$ cat config.mk
export PLATFORM = sky130hd
export DESIGN_NAME = mips_divider
export DESIGN_NICKNAME = d
export VERILOG_FILES = /design/src/rtl/mips_divider.sv
export SDC_FILE = /design/constraint.sdc
export NUM_CORES = 1
export LEC_CHECK = 0
export CORE_MARGIN = 2
export CORE_UTILIZATION = 30
export CTS_CLUSTER_SIZE = 28
export DETAILED_ROUTE_END_ITERATION = 7
export PLACE_DENSITY = 0.52
export SLEW_MARGIN = 30
export SYNTH_ARGS = -nofsm -noshare
export SYNTH_HDL_FRONTEND = slang
export SYNTH_SLANG_ARGS = --single-unit
$ cat constraint.sdc
create_clock -name clk -period 6.4 [get_ports clk]
set_input_delay 0.64 -clock clk [delete_from_list [all_inputs] [get_ports clk]]
set_output_delay 0.64 -clock clk [all_outputs]
set_load 0.02 [all_outputs]
$ cat src/rtl/mips_divider.sv
// mips_divider: multicycle restoring divider for MIPS DIV/DIVU.
// One quotient bit is resolved per clock in CALC (32 steps). Operands are turned
// into magnitudes on acceptance, and signs are fixed up on the edge leaving CALC.
// A zero divisor bypasses CALC and produces the MIPS-style all-ones quotient.
// Ports:
//   clk, rst        rising-edge clock, asynchronous active-high reset
//   start           request a division (accepted only while busy=0)
//   is_signed       1 = DIV (two's complement), 0 = DIVU
//   dividend        numerator, sampled with start
//   divisor         denominator, sampled with start
//   busy            high whenever the FSM is not idle
//   done            one-cycle pulse, results valid
//   quotient        LO result, held until the next accepted start
//   remainder       HI result, held until the next accepted start
//   div_by_zero     divisor was zero, held with the results
module mips_divider (
    input  logic        clk,
    input  logic        rst,
    input  logic        start,
    input  logic        is_signed,
    input  logic [31:0] dividend,
    input  logic [31:0] divisor,
    output logic        busy,
    output logic        done,
    output logic [31:0] quotient,
    output logic [31:0] remainder,
    output logic        div_by_zero
);
    localparam int unsigned W  = 32;
    localparam int unsigned CW = $clog2(W);

    typedef enum logic [1:0] {S_IDLE, S_CALC, S_DONE} state_e;

    state_e         state_q, state_d;
    logic [W-1:0]   acc_q, acc_d;       // partial remainder
    logic [W-1:0]   qw_q, qw_d;         // working quotient (starts as |dividend|)
    logic [W-1:0]   d_q, d_d;           // |divisor|
    logic [CW-1:0]  count_q, count_d;
    logic           is_signed_q, is_signed_d;
    logic           dvd_neg_q, dvd_neg_d;
    logic           dvs_neg_q, dvs_neg_d;
    logic           busy_q, busy_d;
    logic           done_q, done_d;
    logic [W-1:0]   quo_q, quo_d;
    logic [W-1:0]   rem_q, rem_d;
    logic           dbz_q, dbz_d;

    // Magnitude only for signed operations; -0x80000000 stays 0x80000000 unsigned.
    function automatic logic [W-1:0] mag(input logic [W-1:0] v, input logic sgn);
        return (sgn && v[W-1]) ? W'(-v) : v;
    endfunction

    // One restoring step: shift {acc, q} left, trial-subtract the divisor.
    logic [W:0]   acc_sh;
    logic [W+1:0] trial;
    logic         trial_ok;
    logic [W-1:0] acc_nx;
    logic [W-1:0] qw_nx;

    always_comb begin
        acc_sh   = {acc_q, qw_q[W-1]};
        trial    = {1'b0, acc_sh} - {2'b00, d_q};
        trial_ok = ~trial[W+1];
        acc_nx   = trial_ok ? W'(trial) : acc_sh[W-1:0];
        qw_nx    = {qw_q[W-2:0], trial_ok};
    end

    // Next-state and output logic.
    always_comb begin
        state_d     = state_q;
        acc_d       = acc_q;
        qw_d        = qw_q;
        d_d         = d_q;
        count_d     = count_q;
        is_signed_d = is_signed_q;
        dvd_neg_d   = dvd_neg_q;
        dvs_neg_d   = dvs_neg_q;
        done_d      = 1'b0;
        quo_d       = quo_q;
        rem_d       = rem_q;
        dbz_d       = dbz_q;

        unique case (state_q)
            S_IDLE: begin
                if (start) begin
                    is_signed_d = is_signed;
                    dvd_neg_d   = dividend[W-1];
                    dvs_neg_d   = divisor[W-1];
                    acc_d       = '0;
                    qw_d        = mag(dividend, is_signed);
                    d_d         = mag(divisor, is_signed);
                    count_d     = '0;
                    dbz_d       = 1'b0;
                    if (divisor == '0) begin
                        // Results are known now; DONE spends one cycle before pulsing done.
                        quo_d   = '1;
                        rem_d   = dividend;
                        dbz_d   = 1'b1;
                        state_d = S_DONE;
                    end else begin
                        state_d = S_CALC;
                    end
                end
            end
            S_CALC: begin
                acc_d   = acc_nx;
                qw_d    = qw_nx;
                count_d = count_q + CW'(1);
                if (count_q == CW'(W - 1)) begin
                    quo_d   = (is_signed_q && (dvd_neg_q ^ dvs_neg_q)) ? W'(-qw_nx) : qw_nx;
                    rem_d   = (is_signed_q && dvd_neg_q) ? W'(-acc_nx) : acc_nx;
                    done_d  = 1'b1;
                    state_d = S_DONE;
                end
            end
            S_DONE: begin
                // Leave once done has been pulsed; the zero-divisor path pulses here first.
                if (done_q) begin
                    state_d = S_IDLE;
                end else begin
                    done_d = 1'b1;
                end
            end
            default: state_d = S_IDLE;
        endcase

        busy_d = (state_d != S_IDLE);
    end

    // State and output registers.
    always_ff @(posedge clk or posedge rst) begin
        if (rst) begin
            state_q     <= S_IDLE;
            acc_q       <= '0;
            qw_q        <= '0;
            d_q         <= '0;
            count_q     <= '0;
            is_signed_q <= 1'b0;
            dvd_neg_q   <= 1'b0;
            dvs_neg_q   <= 1'b0;
            busy_q      <= 1'b0;
            done_q      <= 1'b0;
            quo_q       <= '0;
            rem_q       <= '0;
            dbz_q       <= 1'b0;
        end else begin
            state_q     <= state_d;
            acc_q       <= acc_d;
            qw_q        <= qw_d;
            d_q         <= d_d;
            count_q     <= count_d;
            is_signed_q <= is_signed_d;
            dvd_neg_q   <= dvd_neg_d;
            dvs_neg_q   <= dvs_neg_d;
            busy_q      <= busy_d;
            done_q      <= done_d;
            quo_q       <= quo_d;
            rem_q       <= rem_d;
            dbz_q       <= dbz_d;
        end
    end

    assign busy        = busy_q;
    assign done        = done_q;
    assign quotient    = quo_q;
    assign remainder   = rem_q;
    assign div_by_zero = dbz_q;

endmodule

==> impl_metrics.ini, run 1 <==
[routing]
first_pass_iters = 5
routedWlPerCell_um = 17.3
viasPerCell = 5.12
drc = 0
routed_wl_mm = 37.2
ant_nets = 0
vias = 11000
drtIter0Drc = 612

[sta]
fin_setup_tns_ns = 0
slew_headroom_pct = 39.5
slew_violations = 0
worst_slew_pin_slew_ns = 0.907
period_share_pct = 78.0
fin_hold_ws_ns = 0.482
setup_violations = 0
fin_crit_ns = 4.99
rsz0062_at_grt = false
fmax_mhz = 200
finalClockSkew_ns = 0.0185
hold_viol = 0

[placed_design]
numPortBuffers = 134
post_dp_cell_area_sq_um = 14100
placed_cells = 2117
gp_congestion = 0.872
dpl.hpwl_mm = 28.8

[grt]
antenna_found_initial = 0
grt_max_degree = 88
grt_pass1_wl_mm = 58.9
track_usage_pct = 17.7
grt_pass1_vias = 10500
gr-total-overflow = 0

[yosys]
syn_avg_cell_area_sq_um = 8.09
synthDistinctLibCells = 83
synthTopCellsByArea = dfrtp_1, o21ai_0, nand2_1, a21oi_1, xor2_1
synth_flop_cell = dfrtp_1
yosysWarnings = 0
synth_seq_cells = 173
synth_nets = 1635
async_reset_ff_share_pct = 100
synthCells = 1524
synth_top_area_cell = dfrtp_1
seq_area_frac_synth_pct = 35.1
synth_edf_count = 0
synth_area_sq_um = 12300
yosysTopAreaCellShare_pct = 35.1

[clocking]
cts-root-buf = clkbuf_16
cts_resized = 0
cts_sinks = 173
clk_pin_slew_ns = 0.08
cts_buffers = 17
clk-insertion-delay-late_ns = 0.46
cts_tree = built
htreeDepth = 4
clk_path_buf_depth = 2
cts_hold_buf = 0
post_cts_buffers = 0

[flow_run]
cap_violations = 0

[final_layout]
n_antenna_cell = 0
layout_common_cells = nand2_1, dfrtp_1, o21ai_0
syn2layout_area_growth_pct = 19.3
multiInputGateArea_sq_um = 7450
final_area_sq_um = 14700
drive_above_1_share_pct = 4.89
n_fill_cell = 4219
nets = 1715
final_common_cell = nand2_1
area.sequential_sq_um = 4330
utilization_pct = 36.2
finalNonFillerCells = 2148

[worst_setup_path]
critical_path.max_fanout = 11
cp-end-kind = register
critical_path_class = reg2reg
critical_path_required_ns = 6.78
cp-start-kind = register
cp.arrival_ns = 5.37

[floorplanning]
start_util_pct = 30.3
dieArea_sq_um = 42700
fp.dieW_um = 207
rows = 74
core-area_sq_um = 40600
io_pins = 135
fp.dieH_um = 207

[power]
irDropWorstVdd_v = 0.000209
p_leak_nw = 5.95
cellPowerDensity_nw_per_um2 = 595

[run_status]
outcome = finished clean

[hold_path]
hp-class = reg2reg
==> cells in the mapped netlist, types with 17 or more instances <==
| cell type | number |
|---|---|
| nor2_1 | 137 |
| mux2i_1 | 37 |
| a21oi_1 | 143 |
| buf_2 | 17 |
| dfrtp_1 | 173 |
| xnor2_1 | 61 |
| nor3_1 | 31 |
| a31oi_1 | 42 |
| nand2_1 | 201 |
| o31ai_1 | 21 |
| or3_1 | 17 |
| xor2_1 | 72 |
| o21ai_0 | 167 |
| inv_1 | 58 |
| ha_1 | 42 |
| clkbuf_1 | 54 |
==> layer usage <==
metal	share of wire [%]	GRT usage, %
met5	0	0
met4	1.8	5.43
met3	4.1	2.32
met2	44	27.2
met1	50	25.6
==> cells by family (layout without fill, tap and decap cells) <==
group           count (synthesis)  count (layout)  synth area share (%)
simple gates                  503             503                  19.2
compound gates                492             492                  23.9
flops                         173             173                  35.1
buf+inv                       143             235                  4.86
xor+xnor                      133             133                  9.45
fa+ha+maj                      43              43                  4.43
mux                            37              37                  3.01
==> metrics by stage <==
step                power [mW]  setup WS, ns
finish                    8.75          1.41
global route              9.52         0.952
CTS                       8.78          1.42
detailed placement        7.67          1.42
global placement          7.61          1.57
floorplan                 5.99          1.07
==> sequential cells by signal, summed over array words and instances (netlist names), 2 cells and up <==
signal	cells
d_q	32
quotient	32
state_q	2
count_q	5
remainder	32
qw_q	32
acc_q	32
==> worst paths after layout <==
kind                                     from       endpoint  slack (ns)  cells after the start
max in group asynchronous                 rst        d_q[25]        4.49                      3
worst min register to register  remainder[19]  remainder[19]        0.48                      2
min in group asynchronous                 rst    quotient[3]        0.71                      2
worst max register to register      acc_q[25]  remainder[28]        1.41                     16
worst max-delay path                acc_q[25]  remainder[28]        1.41                     16
worst min-delay path            remainder[19]  remainder[19]        0.48                      2
==> final cells by class <==
type                            count  area share [%]
Tap cell                          532            4.53
Clock inverter                     14            1.08
Multi-Input combinational cell   1208            50.7
Clock buffer                       17            2.89
Timing Repair Buffer              145            9.82
Inverter                           59            1.54
Sequential cell                   173            29.4
==> worst max-delay path, stage by stage, from the launching register on <==
cell       delay [ns]
dfrtp_1          0.41
ha_1             0.36
a21oi_1          0.21
o21ai_1          0.16
a2111oi_0        0.58
o31a_2           0.36
nand2_2          0.18
o21ai_0          0.34
ha_1             0.26
nand2_1          0.08
nor4_1           0.50
a31o_2           0.29
o21ai_1          0.13
a211oi_2         0.44
a31oi_1          0.16
xor2_1           0.18
a311oi_2         0.27
==> report_power, final <==
group	internal [mW]	total, mW	switching, mW
Sequential	1.56	2.00	0.442
Clock	0.582	1.08	0.502
Combinational	2.12	5.66	3.54
Total	4.26	8.75	4.49
(Power assumes the default switching activity.)
==> run 2: changes to the inputs <==
--- a/config.mk
+++ b/config.mk
@@ -9,7 +9,7 @@
 export CORE_UTILIZATION = 30
 export CTS_CLUSTER_SIZE = 28
 export DETAILED_ROUTE_END_ITERATION = 7
-export PLACE_DENSITY = 0.52
+export PLACE_DENSITY = 0.54
 export SLEW_MARGIN = 30
 export SYNTH_ARGS = -nofsm -noshare
 export SYNTH_HDL_FRONTEND = slang
==> constraint.sdc (replaced) <==
create_clock -name clk -period 4.1 [get_ports clk]
set_input_delay 0.41 -clock clk [delete_from_list [all_inputs] [get_ports clk]]
set_output_delay 0.41 -clock clk [all_outputs]
set_load 0.02 [all_outputs]
==> run 2 against run 1 <==
  * Clock power is 50% higher
  * Sequential share of layout area shrank 2.5 points
  * Die area is the same
  * Hold slack lost 0.076 ns
  * Worst setup slack got worse by 1.2 ns
  * Sequential power up 54%
  * Combinational power up 86%
  * Utilization increased by 3.3 points
  * Via count is 5.6% higher
  * First-iteration DRC count is 16% higher
  * Critical path type unchanged
  * Largest power group unchanged
==> impl_metrics.ini, run 2 (synthesis results as in run 1) <==
[run_status]
outcome = finished clean

[routing]
ant_nets = 0
routed_wl_mm = 38.9
first_pass_iters = 5
drtIter0Drc = 712
viasPerCell = 5.05
drc = 0
vias = 11600
routedWlPerCell_um = 16.9

[worst_setup_path]
critPathMaxStageDelay_ns = 0.53
slowest_stage = or4_4
critical_path.max_fanout = 4
critical_path_required_ns = 4.39
path_cells = ha_4, a21oi_4, o21ai_2, a2111oi_4, buf_4, o31a_2, nand2_2, buf_4, inv_2, ha_1, nand2b_1, or2_2, or4_4, nor3b_4, a21oi_1, xnor2_1, a31oi_1
crit_top_cell = buf_4
cp-end-kind = register
cp.arrival_ns = 4.23
rrSetupSlack_ns = 0.16
cp-start-kind = register
critical_path_class = reg2reg

[flow_run]
cap_violations = 0

[grt]
track_usage_pct = 18.4
grt_pass1_vias = 11100
gr-total-overflow = 0
grt_max_degree = 174
antenna_found_initial = 0
grt_pass1_wl_mm = 61.2

[sta]
fmax_mhz = 254
worst_slew_pin_slew_ns = 0.968
slew_headroom_pct = 35.3
hold_viol = 0
finalClockSkew_ns = 0.0151
fin_hold_ws_ns = 0.406
fin_crit_ns = 3.94
period_share_pct = 96.0
slew_violations = 0
setup_violations = 0

[clocking]
cts_buffers = 17
cts_tree = built
clk-insertion-delay-late_ns = 0.45
cts_sinks = 173
htreeDepth = 4
clk_pin_slew_ns = 0.08
clk_path_buf_depth = 2
cts-root-buf = clkbuf_16

[final_layout]
final_common_cell = nand2_1
utilization_pct = 39.5
layout_common_cells = nand2_1, dfrtp_1, o21ai_0
drive_above_1_share_pct = 14.5
syn2layout_area_growth_pct = 30.2
nets = 1866
n_antenna_cell = 0
n_fill_cell = 4155

[floorplanning]
dieArea_sq_um = 42700
start_util_pct = 30.3
fp.dieW_um = 207
fp.dieH_um = 207
rows = 74
core-area_sq_um = 40600
io_pins = 135

[placed_design]
numPortBuffers = 134
gp_congestion = 0.897
dpl.hpwl_mm = 30.2

[hold_path]
hp-class = in2async

[power]
cellPowerDensity_nw_per_um2 = 949
p_leak_nw = 6.74
irDropWorstVdd_v = 0.000327
[run 2: final cells by class]
cell class                 count  area (sq um)  share of cell area (%)
inverter                      59           225                    1.40
clock inverter                14           125                   0.780
tap                          532           666                    4.15
multi-input combinational   1208          7640                    47.6
sequential                   173          4330                    27.0
timing repair buffer         296          2620                    16.3
clock buffer                  18           439                    2.74
[run 2: worst max-delay path: cells and delay by family, from the launching register on]
kind	cells	cell delay (ns)
XOR/XNOR	1	0.20
buffers and inverters	3	0.42
adder cells (fa/ha/maj)	2	0.46
AND/OR/NAND/NOR	5	1.23
flip-flops	1	0.44
AO/OA/AOI/OAI	6	1.03
[run 2: power breakdown]
part / leakage, nW / internal (mW) / switching [mW]
registers: 2.10 / 2.44 / 0.657
clock network: 0.279 / 0.819 / 0.801
logic: 4.35 / 4.54 / 5.97
total: 6.74 / 7.80 / 7.43
[run 2: timing repair]
item                       CTS  global route
setup endpoints to repair   13            20
pin swaps                    1             4
hold buffers                 0             0
resized for setup            3            21
setup buffers                0             2
[run 2: metal layers]
layer / global-route usage (%) / wire (um)
met5: 0 / 0
met3: 2.39 / 1650
met2: 29.0 / 17400
met4: 5.00 / 700
met1: 26.3 / 19200
[run 2: final timing paths]
kind	from	endpoint	depth (start not counted)
hold reg to reg	d_q[30]	d_q[30]	2
min in group clk	d_q[30]	d_q[30]	2
setup / recovery	acc_q[25]	quotient[28]	17
max in group asynchronous	rst	d_q[30]	4
setup reg to reg	acc_q[25]	quotient[28]	17
hold / removal	rst	qw_q[12]	3
[run 2: per-stage QoR]
step | area [sq um] | total power, mW | setup TNS [ns] | setup WS, ns | cells
after detailed placement | 15300 | 13.4 | -1.01 | -0.175 | 2265
after floorplan | 12400 | 9.57 | 0 | 0.0101 | 1524
after global placement | 15300 | 13.3 | -0.0734 | -0.0380 | 2265
final | 16000 | 15.2 | 0 | 0.162 | 2300
after global routing | 16000 | 16.6 | -0.0194 | -0.0194 | 2300
after CTS | 15900 | 15.1 | 0 | 0.0381 | 2297
